<file path="src/rtl/ace_aw_snoop_dispatcher.sv">
// rtl/ace_aw_snoop_dispatcher.sv - ACE write snoop dispatcher between the AW decoder and the memory-side AW
module ace_aw_snoop_dispatcher #(
    parameter int NoMstPorts = 4,
    parameter int AddrWidth  = 64,
    parameter int IdxWidth   = (NoMstPorts > 1) ? $clog2(NoMstPorts) : 1
) (
    input  logic                    clk_i,
    input  logic                    rst_ni,
    input  logic                    aw_valid_i,
    output logic                    aw_ready_o,
    input  logic [AddrWidth-1:0]    aw_addr_i,
    input  logic [IdxWidth-1:0]     aw_src_i,
    input  logic                    snooping_i,
    input  logic [3:0]              acsnoop_i,
    input  logic                    illegal_trs_i,
    output logic [NoMstPorts-1:0]   ac_valid_o,
    input  logic [NoMstPorts-1:0]   ac_ready_i,
    output logic [AddrWidth-1:0]    ac_addr_o,
    output logic [3:0]              ac_snoop_o,
    input  logic [NoMstPorts-1:0]   cr_valid_i,
    output logic [NoMstPorts-1:0]   cr_ready_o,
    input  logic [5*NoMstPorts-1:0] cr_resp_i,
    output logic                    mem_aw_valid_o,
    input  logic                    mem_aw_ready_i,
    output logic [AddrWidth-1:0]    mem_aw_addr_o,
    output logic [NoMstPorts-1:0]   cd_mask_o,
    output logic                    pass_dirty_o,
    output logic                    snoop_err_o,
    output logic                    illegal_o
);

    typedef enum logic [1:0] {
        IDLE  = 2'd0,
        SNOOP = 2'd1,
        FWD   = 2'd2
    } state_e;

    state_e                state, state_next;
    logic [AddrWidth-1:0]  addr_q;
    logic [3:0]            acsnoop_q;
    logic [NoMstPorts-1:0] target_q, sent_q, resp_q, cd_mask_q;
    logic                  pass_dirty_q, snoop_err_q, illegal_q;

    logic                  accept;
    logic [NoMstPorts-1:0] new_target, ac_hs, cr_hs, cr_dt;
    logic                  cr_err, cr_pd;

    // WasUnique and IsShared do not influence the memory-side write.
    logic                  unused_cr_bits;
    assign unused_cr_bits = ^cr_resp_i;

    assign accept = aw_valid_i & aw_ready_o;
    assign ac_hs  = ac_valid_o & ac_ready_i;
    assign cr_hs  = cr_valid_i & cr_ready_o;

    always_comb begin
        new_target = '0;
        cr_dt      = '0;
        cr_err     = 1'b0;
        cr_pd      = 1'b0;
        for (int i = 0; i < NoMstPorts; i++) begin
            new_target[i] = (int'(aw_src_i) != i);
            cr_dt[i]      = cr_hs[i] & cr_resp_i[5*i];
            cr_err        = cr_err | (cr_hs[i] & cr_resp_i[5*i+1]);
            cr_pd         = cr_pd  | (cr_hs[i] & cr_resp_i[5*i+2]);
        end
    end

    always_ff @(posedge clk_i or negedge rst_ni) begin
        if (!rst_ni) begin
            state <= IDLE;
        end else begin
            state <= state_next;
        end
    end

    always_comb begin
        state_next     = state;
        aw_ready_o     = 1'b0;
        ac_valid_o     = '0;
        ac_addr_o      = '0;
        ac_snoop_o     = '0;
        cr_ready_o     = '0;
        mem_aw_valid_o = 1'b0;
        mem_aw_addr_o  = '0;
        cd_mask_o      = '0;
        pass_dirty_o   = 1'b0;
        snoop_err_o    = 1'b0;
        case (state)
            IDLE: begin
                // Gated by reset so every output reads 0 while reset is held.
                aw_ready_o = rst_ni;
                if (aw_valid_i && rst_ni && !illegal_trs_i) begin
                    if (snooping_i && (|new_target)) begin
                        state_next = SNOOP;
                    end else begin
                        state_next = FWD;
                    end
                end
            end
            SNOOP: begin
                ac_valid_o = target_q & ~sent_q;
                ac_addr_o  = addr_q;
                ac_snoop_o = acsnoop_q;
                // A port whose AC is handshaking this cycle is not yet in sent_q,
                // so its CR can only be taken from the following cycle on.
                cr_ready_o = sent_q & ~resp_q;
                if ((resp_q | (cr_valid_i & sent_q & ~resp_q)) == target_q) begin
                    state_next = FWD;
                end
            end
            FWD: begin
                mem_aw_valid_o = 1'b1;
                mem_aw_addr_o  = addr_q;
                cd_mask_o      = cd_mask_q;
                pass_dirty_o   = pass_dirty_q;
                snoop_err_o    = snoop_err_q;
                if (mem_aw_ready_i) begin
                    state_next = IDLE;
                end
            end
            default: state_next = IDLE;
        endcase
    end

    always_ff @(posedge clk_i or negedge rst_ni) begin
        if (!rst_ni) begin
            addr_q       <= '0;
            acsnoop_q    <= '0;
            target_q     <= '0;
            sent_q       <= '0;
            resp_q       <= '0;
            cd_mask_q    <= '0;
            pass_dirty_q <= 1'b0;
            snoop_err_q  <= 1'b0;
            illegal_q    <= 1'b0;
        end else begin
            illegal_q <= accept & illegal_trs_i;
            if (accept) begin
                addr_q    <= aw_addr_i;
                acsnoop_q <= acsnoop_i;
                target_q  <= (snooping_i && !illegal_trs_i) ? new_target : '0;
            end
            sent_q       <= sent_q | ac_hs;
            resp_q       <= resp_q | cr_hs;
            cd_mask_q    <= cd_mask_q | cr_dt;
            pass_dirty_q <= pass_dirty_q | cr_pd;
            snoop_err_q  <= snoop_err_q | cr_err;
            if ((state == FWD) && mem_aw_ready_i) begin
                target_q     <= '0;
                sent_q       <= '0;
                resp_q       <= '0;
                cd_mask_q    <= '0;
                pass_dirty_q <= 1'b0;
                snoop_err_q  <= 1'b0;
            end
        end
    end

    assign illegal_o = illegal_q;

endmodule

</file>
<file path="config.mk">
export PLATFORM = sky130hd
export DESIGN_NAME = ace_aw_snoop_dispatcher
export DESIGN_NICKNAME = d
export VERILOG_FILES = /design/src/rtl/ace_aw_snoop_dispatcher.sv
export SDC_FILE = /design/constraint.sdc
export NUM_CORES = 1
export LEC_CHECK = 0
export CELL_PAD_IN_SITES_DETAIL_PLACEMENT = 0
export CELL_PAD_IN_SITES_GLOBAL_PLACEMENT = 1
export CORE_UTILIZATION = 29
export CTS_CLUSTER_DIAMETER = 150
export DETAILED_ROUTE_END_ITERATION = 8
export HOLD_SLACK_MARGIN = 0.08
export PLACE_DENSITY_LB_ADDON = 0.1
export SLEW_MARGIN = 30
export SYNTH_ARGS = -nofsm -noshare
export SYNTH_HDL_FRONTEND = slang
export SYNTH_SLANG_ARGS = --single-unit
</file>
<file path="constraint.sdc">
create_clock -name clk_i -period 2.3 [get_ports clk_i]
set_clock_uncertainty 0.05 [all_clocks]
set_input_delay 0.69 -clock clk_i [delete_from_list [all_inputs] [get_ports clk_i]]
set_output_delay 0.69 -clock clk_i [all_outputs]
set_load 0.02 [all_outputs]
</file>
Word level (Yosys, flattened, before mapping) --
Index checks and enable logic that the tools add are counted.
Word-level totals: register bits 89, input bits 104, logic and storage cells 87
Operators by class: equal/unequal tests 9, muxes and demuxes 23, bitwise gates (word level) 34, reduce and logical (&&, ||, !) cells 11
Operator list (count):
- two-way mux 64 bit | 2
- two-way mux 4 bit | 10
- bitwise AND 4 bit | 6
- bitwise OR 4 bit | 4
- bitwise AND 1 bit | 14
- inequality test 2 bit, second input constant | 5
- two-way mux 2 bit | 4
- NOT 4 bit | 2
- bitwise OR 1 bit | 8
- two-way mux 1 bit | 6
- case mux 2 bit (3 select lines) | 1
- logical AND 1 bit | 5
- == test 4 bit | 1
- nonzero test 2 bit | 2
- OR reduction 4 bit | 1
- AND reduction 3 bit | 1
- == test 2 x 1 -> 1 bit, second input constant | 1
- == test 2 bit, second input constant | 1
- zero test 2 bit | 1
- inequality test 2 x 1 -> 1 bit, second input constant | 1
- zero test 1 bit | 1

Logic depth before layout (Yosys ltp) --
Gate-level depths: netlist (run 1).
word-level depth 10, gate-level depth with buffers 6, mapped depth without buffers 4

Worst setup path before layout (run 1) --
Ideal clock, no wire load.
path type reg2out, start point reg state[0], end point out mem_aw_addr_o[53], arrival time 1292 ps, required time 1560 ps, slack 268 ps, stages on the path, launching flop included 5, path buffers 2, cell sequence dfrtp_1 > and2b_1 > buf_2 > buf_2 > and2_1
Between the ends: word-level cells in the longest chain between the ends 2
Ends and longest elaborated chain:
- start, declared | RTL line 38 | state_e state, state_next;
- start signal, assigned | RTL line 73 | state <= state_next;
- == test 2 bit | RTL line 89 | case (state)
- two-way mux 64 bit | RTL line 89
- end, declared | RTL line 25 | output logic [AddrWidth-1:0] mem_aw_addr_o,
No other way between the ends.

Worst setup path after layout (run 1) --
start point reg state[1], end point out ac_addr_o[35]
Between the ends: word-level cells in the longest chain between the ends 2
Ends and longest elaborated chain:
- == test 2 x 1 -> 1 bit | RTL line 89
- two-way mux 64 bit | RTL line 89
- end, declared | RTL line 18 | output logic [AddrWidth-1:0] ac_addr_o,
No other way between the ends.

==> metrics.json, run 1 <==
{
  "status": "finished with violations",
  "violations_in_the_final_reports": "setup timing",
  "synth_seq_area_share_pct": 49.3,
  "timing.max_cap.violations": 0,
  "multi_input_comb_area_um2": 2310,
  "grt_pass1_vias": 3956,
  "pwr-share-comb_pct": 50.0,
  "input_output_buffers": 244,
  "min_period_over_period_pct": 105,
  "worst_setup_hold_path_clk_slew_ps": 60,
  "slew_viol_final": 0,
  "number_of_rows_in_the_core_area": 45,
  "fin_nets": 774,
  "fin_area_um2": 8110,
  "insertedDiodeCount": 0,
  "cellLeakagePower_uw": 0.00376,
  "gp_congestion": 0.724,
  "final_report_hold_violation_count": 0,
  "synth_largest_type_area_fraction_pct": 49.3,
  "path_cells": "and2b_4 -> buf_8 -> buf_6 -> clkbuf_16 -> and2_4 -> buf_6",
  "yosysMostFrequentCell": "sky130_fd_sc_hd__and2_1",
  "clock_power_share_pct": 17.3,
  "grt_max_degree": 48,
  "period_minus_slack_ps": 2420,
  "synth.cells.most_frequent": "141 x sky130_fd_sc_hd__and2_1, 89 x sky130_fd_sc_hd__dfrtp_1, 68 x sky130_fd_sc_hd__mux2_2",
  "cts-root-buf": "sky130_fd_sc_hd__clkbuf_16",
  "synth_warnings": 0,
  "worst-endpoint-required_ps": 1560,
  "wirelength_um": 15200,
  "max-clock-path-buffers": 2,
  "design.die.area_um2": 16100,
  "placed_cell_area_um2": 7230,
  "layout.filler_cells": 1389,
  "tritoncts.num_buffers": 9,
  "post_drt_wl_per_cell_um": 17.7,
  "critical_path_s_slowest_cell": "sky130_fd_sc_hd__dfrtp_1",
  "detailedRoute.firstIterationViolations": 97,
  "routed-via-count": 3973,
  "worst_hold_path_type": "input pin to async pin",
  "most_numerous_cell_on_the_critical_path": "sky130_fd_sc_hd__buf_6",
  "dr.pass1.iters": 4,
  "netlist_area_before_placement_um2": 4520,
  "viasPerCell": 4.60,
  "critical_path_class": "register to primary output",
  "switching_power_uw": 2920,
  "fraction_of_registers_with_async_set_reset_pct": 100,
  "postSynthCellCount": 398,
  "netSwitchingFraction_pct": 34.4,
  "drive_gt1_share_pct": 52.0,
  "dieWidth_um": 127,
  "timing.critical_path.max_delay_family": "buffers and inverters",
  "antenna_left": 0,
  "post-route-drc-count": 0,
  "synthFlopType": "sky130_fd_sc_hd__dfrtp_1",
  "max_slew.worst_pin.slew_ps": 639,
  "critPathMaxFanout": 5,
  "cts.sink_count": 89,
  "worst_path_largest_cell_delay_ps": 400,
  "h-tree-depth": 3,
  "ir_drop_v": 0.000451,
  "crit_buf_inv": 4,
  "starting_density_of_the_core_pct": 29.7,
  "timing.final.setup_violations": 119,
  "core_um2": 15200,
  "placement.setup.worst_slack_ps": -128,
  "clock.fmax_mhz": 413,
  "power_frac_seq_pct": 32.7,
  "power_density_nw_per_um2": 1050,
  "worstSkewPairLatency_ps": 340,
  "timing.setup.tns_ps": -5680,
  "synth_area_per_cell_um2": 11.3,
  "ys_types": 27,
  "grt_setup_unrepaired": "true",
  "cts_hold_buf": 0,
  "congestion_overflow_gr": 0,
  "seq_area_um2": 2230,
  "finalWorstSetupSlack_ps": -119,
  "die_height_um": 127,
  "synth_edf_count": 0,
  "io_pins": 253,
  "dp.cells": 820,
  "max_slew_margin_pct": 57.4,
  "worst_setup_path_end_kind": "primary output",
  "synth.ff_latch_count": 89,
  "wire_length_of_the_first_global_routing_pass_um": 21800,
  "synth_top_area_cell": "sky130_fd_sc_hd__dfrtp_1",
  "synth_area_leaders": "sky130_fd_sc_hd__dfrtp_1 49%, sky130_fd_sc_hd__and2_1 20%, sky130_fd_sc_hd__mux2_2 17%",
  "final-instance-count-excl-fill": 863,
  "global_route.usage.total_pct": 17.7,
  "hpwlAfterDp_um": 9510,
  "synth_fp_nets": 502,
  "worst_ep_arrival_time_ps": 1680,
  "internal-power_uw": 5570,
  "setup.worst_path.start_class": "register",
  "synthToLayoutAreaGrowth_pct": 79.5,
  "tritoncts": "built",
  "antenna_found_initial": 0
}
## path summary, 6_finish.rpt
check / cells past startpoint / from / end / slack (ps)
max: 6 / state[1]$_DFFE_PN0P_ / ac_addr_o[35] / -120
max in group asynchronous: 3 / rst_ni / addr_q[1]$_DFFE_PN0P_ / 720
min reg2reg: 2 / cd_mask_q[2]$_DFF_PN0_ / cd_mask_q[2]$_DFF_PN0_ / 450
max reg2reg: 7 / state[1]$_DFFE_PN0P_ / addr_q[52]$_DFFE_PN0P_ / 350
min: 2 / rst_ni / addr_q[3]$_DFFE_PN0P_ / 400
min in group clk_i: 2 / cd_mask_q[2]$_DFF_PN0_ / cd_mask_q[2]$_DFF_PN0_ / 450
## layout make-up
class	count	area share, %
Clock inverter	3	0.494
Tap cell	188	2.90
Clock buffer	13	3.09
Multi-Input combinational cell	283	28.6
Sequential cell	89	27.5
Timing Repair Buffer	287	37.5
## cells in the final DEF (no fill, tap or decap), drive strengths merged, types with 4 or more instances in the layout
master	instances
o2bb2ai	4
a31oi	6
and4b	4
a21oi	10
clkdlybuf4s50	95
clkbuf	20
and3b	4
and2	141
mux2	68
a2bb2oi	4
dfrtp	89
nand2	7
xnor2	4
buf	185
nor2	16
## timing repair
action / in CTS / in global routing
cloned: 2 / 9
pin swaps: 0 / 20
buffers inserted: 7 / 10
endpoints found under the setup margin: 148 / 147
gates resized for setup: 551 / 369
## per-stage QoR
| stage | utilization (%) | hold slack (ps) | power (µW) |
|---|---|---|---|
| after CTS | 50.6 | 413 | 7820 |
| after floorplan | - | 344 | 4580 |
| after global placement | 47.5 | 419 | 6170 |
| final | 53.3 | 398 | 8490 |
| after global routing | 53.3 | 441 | 9000 |
| after detailed placement | 47.5 | 431 | 6240 |
## worst register-to-register path: stages, from the launching register on
cell,delay (ps)
sky130_fd_sc_hd__dfrtp_1,400
sky130_fd_sc_hd__buf_6,130
sky130_fd_sc_hd__buf_4,130
sky130_fd_sc_hd__nor3b_2,200
sky130_fd_sc_hd__buf_4,140
sky130_fd_sc_hd__and2_4,180
sky130_fd_sc_hd__buf_12,220
sky130_fd_sc_hd__mux2_2,390
## logic make-up after synthesis
kind of cell	after synthesis	share of synthesized area [%]
flip-flops	89	49.3
AND/OR/NAND/NOR	181	24.9
multiplexers	68	17.0
AO/OA/AOI/OAI	30	4.46
buffers and inverters	26	3.60
XOR/XNOR	4	0.776
## power by group through the flow
stage,clock [µW],combinational (µW),sequential [µW]
6_report,1470,4240,2780
5_1_grt,1590,4500,2900
4_1_cts,1540,3560,2720
3_5_place_dp,0,3490,2750
3_3_place_gp,0,3470,2690
2_1_floorplan,0,1990,2590
## metal layers
layer | track usage, % | wire length [µm]
met1 | 20.7 | 6230
met2 | 29.7 | 7660
met3 | 7.76 | 1180
met4 | 4.41 | 165
met5 | 0 | 0
## flip-flops by register name, summed over array words and instances (netlist names)
name and count:
addr_q 64, acsnoop_q 4, cd_mask_q 4, resp_q 4
sent_q 4, target_q 4, state 2, illegal_o 1
pass_dirty_q 1, snoop_err_q 1
(Power assumes the default switching activity.)
==> run 2, diff against run 1 <==
--- a/config.mk
+++ b/config.mk
@@ -12,6 +12,7 @@
 export DETAILED_ROUTE_END_ITERATION = 8
 export HOLD_SLACK_MARGIN = 0.08
 export PLACE_DENSITY_LB_ADDON = 0.1
+export SETUP_SLACK_MARGIN = 0.15
 export SLEW_MARGIN = 30
 export SYNTH_ARGS = -nofsm -noshare
 export SYNTH_HDL_FRONTEND = slang
==> metrics.json, run 2 (synthesis gave the netlist of run 1 again) <==
{
  "r2r-start": "state[1]$_DFFE_PN0P_",
  "synthToLayoutAreaGrowth_pct": 72.6,
  "gp_congestion": {"value": 0.724, "change": "unchanged"},
  "antenna_left": {"value": 0, "change": "unchanged"},
  "layout.filler_cells": {"value": 1399, "change": "+0.72%"},
  "fin_nets": {"value": 767, "change": "-0.90%"},
  "clock.fmax": {"value": 413, "unit": "MHz", "change": "about the same"},
  "layout_common_cells": "98 x sky130_fd_sc_hd__and2_1, 95 x sky130_fd_sc_hd__clkdlybuf4s50_1, 89 x sky130_fd_sc_hd__dfrtp_1, 78 x sky130_fd_sc_hd__buf_6, 68 x sky130_fd_sc_hd__mux2_2",
  "switching_power": {"value": 2810, "unit": "µW", "change": "-3.8%"},
  "post_drt_wl_per_cell": {"value": 17.2, "unit": "µm", "change": "-2.5%"},
  "violations_in_the_final_reports": "setup timing",
  "max_slew_margin": {"value": 57.6, "unit": "%", "change": "+0.22 points"},
  "worst_hold_path_type": "input pin to async pin",
  "max-clock-path-buffers": {"value": 2, "change": "unchanged"},
  "min_period_over_period": {"value": 105, "unit": "%", "change": "about the same"},
  "busiest_layer_in_global_routing": "met2",
  "worst_setup_hold_path_clk_slew": {"value": 60, "unit": "ps", "change": "about the same"},
  "hpwlAfterDp": {"value": 9510, "unit": "µm", "change": "unchanged"},
  "final-instance-count-excl-fill": {"value": 856, "change": "-0.81%"},
  "design.die.area": {"value": 16100, "unit": "µm²", "change": "unchanged"},
  "tritoncts.num_buffers": {"value": 9, "change": "unchanged"},
  "layout_commonest_cell": "sky130_fd_sc_hd__and2_1",
  "detailedRoute.firstIterationViolations": {"value": 87, "change": "-10%"},
  "timing.max_cap.violations": {"value": 0, "change": "unchanged"},
  "ff2ff_path_depth": {"value": 6, "change": "-1"},
  "h-tree-depth": {"value": 3, "change": "unchanged"},
  "grt_setup_unrepaired": "true",
  "dp.cells": {"value": 820, "change": "unchanged"},
  "grtUsageMet3": {"value": 7.63, "unit": "%", "change": "-0.13 points"},
  "use_met1": {"value": 20.0, "unit": "%", "change": "-0.68 points"},
  "grt.met2_usage": {"value": 28.9, "unit": "%", "change": "-0.81 points"},
  "wirelength": {"value": 14700, "unit": "µm", "change": "-3.3%"},
  "worst-endpoint-required": {"value": 1560, "unit": "ps", "change": "about the same"},
  "timing.setup.tns": {"value": -4380, "unit": "ps", "change": "+1300 ps"},
  "slew_viol_final": {"value": 0, "change": "unchanged"},
  "power_frac_seq": {"value": 34.1, "unit": "%", "change": "+1.4 points"},
  "cp-endpoint": "ac_addr_o[54]",
  "critPathMaxFanout": {"value": 5, "change": "unchanged"},
  "die_height": {"value": 127, "unit": "µm", "change": "unchanged"},
  "final_core_util": {"value": 51.3, "unit": "%", "change": "-2.1 points"},
  "status": "finished with violations",
  "core": {"value": 15200, "unit": "µm²", "change": "unchanged"},
  "total_power": {"value": 8050, "unit": "µW", "change": "-5.2%"},
  "power_density": {"value": 1030, "unit": "nW/µm²", "change": "-1.4%"},
  "netSwitchingFraction": {"value": 34.9, "unit": "%", "change": "+0.50 points"},
  "grt_max_degree": {"value": 48, "change": "unchanged"},
  "placed_cell_area": {"value": 7230, "unit": "µm²", "change": "unchanged"},
  "congestion_overflow_gr": {"value": 0, "change": "unchanged"},
  "setup.worst_path.start_class": "register",
  "tritoncts": "built",
  "largest_reg_flops": {"value": 64, "change": "unchanged"},
  "worst_path_largest_cell_delay": {"value": 390, "unit": "ps", "change": "about the same"},
  "pwr-share-comb": {"value": 47.6, "unit": "%", "change": "-2.4 points"},
  "input_output_buffers": {"value": 244, "change": "unchanged"},
  "worst_ep_arrival_time": {"value": 1680, "unit": "ps", "change": "about the same"},
  "routed-via-count": {"value": 3882, "change": "-2.3%"},
  "dr.pass1.iters": {"value": 4, "change": "unchanged"},
  "starting_density_of_the_core": {"value": 29.7, "unit": "%", "change": "unchanged"},
  "drive_gt1_share": {"value": 47.0, "unit": "%", "change": "-5.0 points"},
  "post-route-drc-count": {"value": 0, "change": "unchanged"},
  "internal-power": {"value": 5240, "unit": "µW", "change": "-5.9%"},
  "worst_setup_path_end_kind": "primary output",
  "ir_drop": {"value": 0.000446, "unit": "V", "change": "-1.2%"},
  "cellLeakagePower": {"value": 0.00361, "unit": "µW", "change": "-3.9%"},
  "largest-register": "addr_q",
  "io_pins": {"value": 253, "change": "unchanged"},
  "max_slew.worst_pin.slew": {"value": 636, "unit": "ps", "change": "-3.27 ps"},
  "period_minus_slack": {"value": 2420, "unit": "ps", "change": "-0.346 ps"},
  "r2r-end": "addr_q[30]$_DFFE_PN0P_",
  "dieWidth": {"value": 127, "unit": "µm", "change": "unchanged"},
  "cts.sink_count": {"value": 89, "change": "unchanged"},
  "cp-startpoint": "state[1]$_DFFE_PN0P_",
  "path_cells": "and2b_4 -> buf_8 -> buf_6 -> clkbuf_16 -> and2_1 -> buf_4",
  "critical_path_s_slowest_cell": "sky130_fd_sc_hd__dfrtp_1",
  "fin_area": {"value": 7790, "unit": "µm²", "change": "-3.9%"},
  "r2r_setup_slack": {"value": 470, "unit": "ps", "change": "+120 ps"},
  "insertedDiodeCount": {"value": 0, "change": "unchanged"},
  "global_route.usage.total": {"value": 17.2, "unit": "%", "change": "-0.49 points"},
  "grt_pass1_vias": {"value": 3861, "change": "-2.4%"},
  "wire_length_of_the_first_global_routing_pass": {"value": 21200, "unit": "µm", "change": "-2.5%"},
  "timing.final.setup_violations": {"value": 84, "change": "-29%"},
  "finalWorstSetupSlack": {"value": -119, "unit": "ps", "change": "+0.346 ps"},
  "critical_path_class": "register to primary output",
  "worstSkewPairLatency": {"value": 350, "unit": "ps", "change": "about the same"},
  "cts_hold_buf": {"value": 0, "change": "unchanged"},
  "cts-root-buf": "sky130_fd_sc_hd__clkbuf_16",
  "number_of_rows_in_the_core_area": {"value": 45, "change": "unchanged"},
  "viasPerCell": {"value": 4.54, "change": "-1.5%"},
  "final_report_hold_violation_count": {"value": 0, "change": "unchanged"},
  "clock_power_share": {"value": 18.3, "unit": "%", "change": "+1.0 points"},
  "antenna_found_initial": {"value": 0, "change": "unchanged"}
}
==> run 2: cell types whose count changed in the layout (fill, tap and decap cells not counted), sizes merged <==
cell           before  now
dlygate4sd2         0    1
clkdlybuf4s15       0    7
buf               185  147
clkbuf             20   43
==> run 2: metrics by stage <==
stage	setup WS [ps]	hold slack, ps
floorplan	268	344
global placement	-152	419
global route	-166	439
CTS	-171	413
detailed placement	-128	431
finish	-119	400
==> run 2: worst min-delay path by stage <==
stage	from	to	slack (ps)	cells after the start
finish	rst_ni	acsnoop_q[2]$_DFFE_PN0P_	400	2
global route	rst_ni	addr_q[3]$_DFFE_PN0P_	440	2
CTS	rst_ni	addr_q[9]$_DFFE_PN0P_	410	2
detailed placement	cd_mask_q[0]$_DFF_PN0_	cd_mask_q[0]$_DFF_PN0_	430	2
global placement	cd_mask_q[3]$_DFF_PN0_	cd_mask_q[3]$_DFF_PN0_	420	2
floorplan	rst_ni	acsnoop_q[0]$_DFFE_PN0P_	340	0
==> run 2: metal layers <==
layer	vias up	share of wire [%]
met5	-	0
met4	0	0.81
met3	9	7.8
met2	137	50
met1	1880	42
li1	1856	-
==> run 2: worst max-delay path, delay by kind of cell, from the launching register on <==
kind	cells	cell delay (ps)
simple gates	2	410
buf+inv	4	530
flops	1	390
==> run 2: final cells by class <==
class,count,area (µm²),share of cell area [%]
repair buffers,280,2800,35.9
clock buffers,13,250,3.21
multi-input cells,283,2240,28.8
clock inverters,3,40.0,0.514
flip-flops and latches,89,2230,28.6
well taps,188,235,3.02
==> run 2: repair_timing <==
item                       4_1_cts  5_1_grt
cloned                           0        9
pin swaps                        0       20
gates resized for setup        425      367
buffers inserted                 0       11
setup endpoints to repair      148      149
==> run 2: power groups by stage <==
| stage | clock, µW | combinational (µW) | sequential, µW |
|---|---|---|---|
| after detailed placement | 0 | 3490 | 2750 |
| after floorplan | 0 | 1990 | 2590 |
| after global routing | 1590 | 4080 | 2880 |
| after global placement | 0 | 3470 | 2690 |
| final | 1480 | 3830 | 2750 |
| after CTS | 1540 | 3340 | 2720 |
